## config.mk

```make
export PLATFORM = sky130hd
export DESIGN_NAME = entropy_whitener
export DESIGN_NICKNAME = d
export VERILOG_FILES = /design/src/rtl/entropy_whitener.sv
export SDC_FILE = /design/constraint.sdc
export NUM_CORES = 1
export LEC_CHECK = 0
export CORE_ASPECT_RATIO = 1.2
export CORE_MARGIN = 2
export CORE_UTILIZATION = 50
export DETAILED_ROUTE_END_ITERATION = 8
export PLACE_DENSITY = 0.85
export SYNTH_ARGS = -nofsm -noshare
export SYNTH_HDL_FRONTEND = slang
export SYNTH_SLANG_ARGS = --single-unit
```

## constraint.sdc

```tcl
create_clock -name clk -period 1.64 [get_ports clk]
set_input_delay 0.246 -clock clk [delete_from_list [all_inputs] [get_ports clk]]
set_output_delay 0.246 -clock clk [all_outputs]
set_load 0.01 [all_outputs]
```

## src/rtl/entropy_whitener.sv

```systemverilog
// entropy_whitener: TRNG post-processor; samples a synchronised raw bit on sample_En,
// whitens it (DEPTH-sample XOR parity or von Neumann pairs), packs bits LSB-first into
// WIDTH-bit words behind valid/ready, and flags stuck sources with a repetition count.
// Ports: clk/reset (sync, active-high); raw_In async entropy bit; sample_En strobe;
// mode 0=parity 1=von Neumann; out_Ready/out_Valid/out_Data word handshake;
// overflow sticky dropped-word flag; health_Fail sticky repetition-limit flag.
module entropy_whitener #(
  parameter int WIDTH     = 8,
  parameter int DEPTH     = 4,
  parameter int REP_LIMIT = 32
) (
  input  logic             clk,
  input  logic             reset,
  input  logic             raw_In,
  input  logic             sample_En,
  input  logic             mode,
  input  logic             out_Ready,
  output logic             out_Valid,
  output logic [WIDTH-1:0] out_Data,
  output logic             overflow,
  output logic             health_Fail
);
  localparam int CW = DEPTH > 1 ? $clog2(DEPTH) : 1;
  localparam int PW = $clog2(WIDTH);
  localparam int RW = $clog2(REP_LIMIT + 1);

  logic             r_s1, r_s2, r_mode_q, r_acc, r_vn_have, r_vn_first, r_last;
  logic [CW-1:0]    r_cnt;
  logic [PW-1:0]    r_pcnt;
  logic [WIDTH-1:0] r_pack;
  logic [RW-1:0]    r_rep;

  logic             w_chg, w_take, w_par_end, w_bit_v, w_bit, w_done, w_xfer, w_load;
  logic [RW-1:0]    w_rep_nx;
  logic [WIDTH-1:0] w_word;

  // A mode change discards that cycle's sample and restarts all whitening state.
  assign w_chg     = mode != r_mode_q;
  assign w_take    = sample_En & ~w_chg;
  assign w_par_end = r_cnt == CW'(DEPTH - 1);
  assign w_bit_v   = w_take & (r_mode_q ? r_vn_have & (r_vn_first != r_s2) : w_par_end);
  // Von Neumann: (0,1)->0 and (1,0)->1, i.e. the first sample of an unequal pair.
  assign w_bit     = r_mode_q ? r_vn_first : r_acc ^ r_s2;
  assign w_done    = w_bit_v & (r_pcnt == PW'(WIDTH - 1));
  assign w_word    = {w_bit, r_pack[WIDTH-2:0]};
  assign w_xfer    = out_Valid & out_Ready;
  assign w_load    = w_done & ~health_Fail & (~out_Valid | w_xfer);
  // r_rep==0 only before the first sample after reset, so that sample starts a run.
  assign w_rep_nx  = (r_rep == '0 || r_s2 != r_last) ? RW'(1) :
                     (r_rep == RW'(REP_LIMIT) ? r_rep : r_rep + RW'(1));

  always_ff @(posedge clk) begin
    if (reset) begin
      r_s1        <= 1'b0;
      r_s2        <= 1'b0;
      r_mode_q    <= 1'b0;
      r_acc       <= 1'b0;
      r_cnt       <= '0;
      r_vn_have   <= 1'b0;
      r_vn_first  <= 1'b0;
      r_last      <= 1'b0;
      r_rep       <= '0;
      r_pcnt      <= '0;
      r_pack      <= '0;
      out_Valid   <= 1'b0;
      out_Data    <= '0;
      overflow    <= 1'b0;
      health_Fail <= 1'b0;
    end else begin
      r_s1     <= raw_In;
      r_s2     <= r_s1;
      r_mode_q <= mode;
      if (w_chg) begin
        r_acc     <= 1'b0;
        r_cnt     <= '0;
        r_vn_have <= 1'b0;
        r_pcnt    <= '0;
        r_pack    <= '0;
      end else if (sample_En) begin
        r_last <= r_s2;
        r_rep  <= w_rep_nx;
        if (w_rep_nx == RW'(REP_LIMIT)) health_Fail <= 1'b1;
        if (r_mode_q) begin
          r_vn_have  <= ~r_vn_have;
          r_vn_first <= r_s2;
        end else begin
          r_acc <= w_par_end ? 1'b0 : r_acc ^ r_s2;
          r_cnt <= w_par_end ? '0 : r_cnt + CW'(1);
        end
        if (w_bit_v) begin
          r_pcnt <= w_done ? '0 : r_pcnt + PW'(1);
          r_pack <= w_done ? '0 : r_pack | (WIDTH'(w_bit) << r_pcnt);
        end
      end
      if (w_load) begin
        out_Data  <= w_word;
        out_Valid <= 1'b1;
      end else begin
        if (w_xfer) out_Valid <= 1'b0;
        if (w_done & ~health_Fail) overflow <= 1'b1;
      end
    end
  end
endmodule

```

==> results.sh <==
export IMPL_status="completed"
export IMPL_ant_nets=0
export IMPL_yosys_warnings=0
export IMPL_antenna_found_initial=0
export IMPL_dp_cells=271
export IMPL_fp_coreArea_sq_um=3340
export IMPL_critical_path_endpoint="health_Fail"
export IMPL_vias_per_cell=5.73
export IMPL_yosysTopAreaCell="dfxtp_1"
export IMPL_fin_crit_sh_pct=94.9
export IMPL_end_kind="flip-flop"
export IMPL_syn_mean_instance_area_sq_um=8.84
export IMPL_drtIter0Drc=70
export IMPL_die_y_um=68.7
export IMPL_maxSlewViolCount=0
export IMPL_fin_crit_ns=1.56
export IMPL_crit_cells=5
export IMPL_leakage_nw=0.877
export IMPL_grt_max_degree=20
export IMPL_synth_cell_types=46
export IMPL_mostFrequentLayoutCells="buf_4 (34), dfxtp_1 (32), nor2_1 (21)"
export IMPL_cts_max_path_buffers=2
export IMPL_ff2ff_setup_slack_ns=0.08
export IMPL_synth_top_flop_cell="dfxtp_1"
export IMPL_layoutNonFillerInstCount=280
export IMPL_placed_area_sq_um=2140
export IMPL_cts_hold_buffers=0
export IMPL_ir_worst_vdd_uv=589
export IMPL_syn_area_sq_um=1740
export IMPL_whs_ns=0.456
export IMPL_first_pass_iters=4
export IMPL_routedWlPerCell_um=14.3
export IMPL_globalRouteOverflowTotal=0
export IMPL_cts_buffers=5
export IMPL_cp_required_ns=1.83
export IMPL_synth_top_cell_area_share_pct=41.4
export IMPL_setup_viol=0
export IMPL_dp_hpwl_um=2880
export IMPL_std_cell_rows=23
export IMPL_grt_pass1_wl_um=6620
export IMPL_path_cells="buf_4, nand3_4, or3_1, a211o_1, o41ai_2"
export IMPL_synth_async_reset_ratio_pct=0
export IMPL_h_tree_depth=2
export IMPL_cp_max_fo=4
export IMPL_synth_nets=208
export IMPL_r2r_end="health_Fail"
export IMPL_cp_num_buf_inv=1
export IMPL_final_common_cell="buf_4"
export IMPL_wl_um=4020
export IMPL_crit_type="reg2reg"
export IMPL_power_per_cell_area_nw_per_um2=763
export IMPL_grt_pass1_vias=1545
export IMPL_areaGrowthSynthToFinish_pct=31.8
export IMPL_yosys_top_cells_area="dfxtp_1 (41%), a21oi_1 (4.9%), nor2_1 (4.5%)"
export IMPL_ys_seq_elements=36
export IMPL_hold_viol=0
export IMPL_cpPeakStageDelay_ns=0.35
export IMPL_antenna_cells=0
export IMPL_hold_path_class="reg2reg"
export IMPL_maxCapViolCount=0
export IMPL_clk_latency_ns=0.28
export IMPL_die_x_um=57.9
export IMPL_slew_headroom_pct=61.2
export IMPL_netlist_instances=197
export IMPL_start_kind="flip-flop"
export IMPL_critical_path_startpoint="r_rep[0]"
export IMPL_cts_tree="done"
export IMPL_rsz0062_at_grt="yes"
export IMPL_worstReg2RegStart="r_rep[0]"
export IMPL_cts_sinks=36
export IMPL_dieArea_sq_um=3970
export IMPL_gp_congestion=0.885
export IMPL_fmax_ghz=0.642
export IMPL_vias=1604
export IMPL_arrival_ns=1.74
export IMPL_ios=17
export IMPL_cts_root_buf="clkbuf_8"
export IMPL_nFillCells=267
export IMPL_cp_slowest_cell="dfxtp_2"
export IMPL_finalClockSkew_ns=0.00233
export IMPL_tightest_slew_ns=0.580
export IMPL_reg2reg_depth=5
export IMPL_grt_usage_pct=21.7
export IMPL_cp_top_family="compound AO/OA/AOI/OAI gates"
export IMPL_io_buffers=16
export IMPL_drc=0
export IMPL_ys_seq_area_share_pct=41.4
export IMPL_num_nets_final=254
export IMPL_synth_edff_count=0
export IMPL_start_util_pct=52.2
export IMPL_drive_gt1_share_pct=25.1
export IMPL_stdcell_area_sq_um=2290
export IMPL_clk_pin_slew_ns=0.07
-- logic make-up after synthesis --
| kind of cell | share of synthesized area, % |
|---|---|
| AND/OR/NAND/NOR | 23.1 |
| AO/OA/AOI/OAI | 20.8 |
| flip-flops | 41.4 |
| buffers and inverters | 5.46 |
| XOR/XNOR | 5.10 |
| adder cells (fa/ha/maj) | 3.59 |
| multiplexers | 0.575 |
-- flip-flops by register name (all words and copies together), names as in the netlist --
signal,cells
r_s1,1
r_vn_have,1
r_vn_first,1
r_pack,7
r_cnt,2
r_rep,6
out_Valid,1
overflow,1
r_s2,1
r_last,1
r_acc,1
r_pcnt,3
r_mode_q,1
out_Data,8
health_Fail,1
-- routing by layer --
layer / up-vias / routed length, um / share of wire (%) / global-route usage, %
met4: 0 / 60 / 1.5 / 8.43
li1: 800 / - / - / -
met5: - / 0 / 0 / 0
met1: 765 / 1610 / 40 / 22.9
met2: 30 / 2220 / 55 / 41.5
met3: 9 / 132 / 3.3 / 5.41
-- through the flow --
stage	power (mW)	utilization (%)	TNS [ns]	worst slack, ns
after floorplan	1.00	-	0	0.0447
after global placement	1.07	64.0	-3.92	-0.240
after detailed placement	1.08	64.0	-4.99	-0.310
after CTS	1.76	67.2	-0.0118	-0.0118
after global routing	1.82	68.7	-0.00159	-0.00159
final	1.75	68.7	0	0.0834
-- worst min-delay path by stage --
| stage | endpoint | depth (start not counted) | from |
|---|---|---|---|
| after floorplan | r_s1 | 1 | raw_In |
| after global placement | r_s2 | 1 | r_s1 |
| after detailed placement | r_s2 | 1 | r_s1 |
| after CTS | r_mode_q | 2 | mode |
| after global routing | r_mode_q | 2 | mode |
| final | r_s2 | 1 | r_s1 |
-- timing repair --
| action | CTS | global route |
|---|---|---|
| pin swaps | 0 | 2 |
| buffers inserted | 0 | 2 |
| endpoints found under the setup margin | 3 | 7 |
| cloned | 0 | 0 |
| resized for setup | 4 | 10 |
-- synthesized netlist by cell type, types with 2 or more instances --
cell,number
buf_4,4
dfxtp_1,36
a21oi_1,17
xor2_1,3
xnor2_1,4
nor2_1,21
nand2b_1,3
nor3_1,3
or3_1,2
a32oi_1,2
clkbuf_1,3
a22oi_1,2
nor3b_1,2
nand3_1,10
ha_1,5
a41oi_1,7
buf_2,4
a31oi_1,3
nand2_1,13
o21ai_1,2
o21ai_0,13
nor2b_1,9
inv_1,6
-- area by class of cell --
type	instances	area [sq um]	area share [%]
sequential	36	726	31.6
inverter	6	22.5	0.981
timing repair buffer	51	434	18.9
tap	37	46.3	2.02
multi-input combinational	143	970	42.3
clock buffer	7	96.3	4.20
-- power breakdown --
| part | internal, mW | total, mW | switching [mW] |
|---|---|---|---|
| Clock | 0.374 | 0.671 | 0.297 |
| Combinational | 0.0982 | 0.189 | 0.0903 |
| Sequential | 0.884 | 0.892 | 0.00833 |
| Total | 1.36 | 1.75 | 0.395 |
No activity file was read; power rests on OpenSTA's default activity.
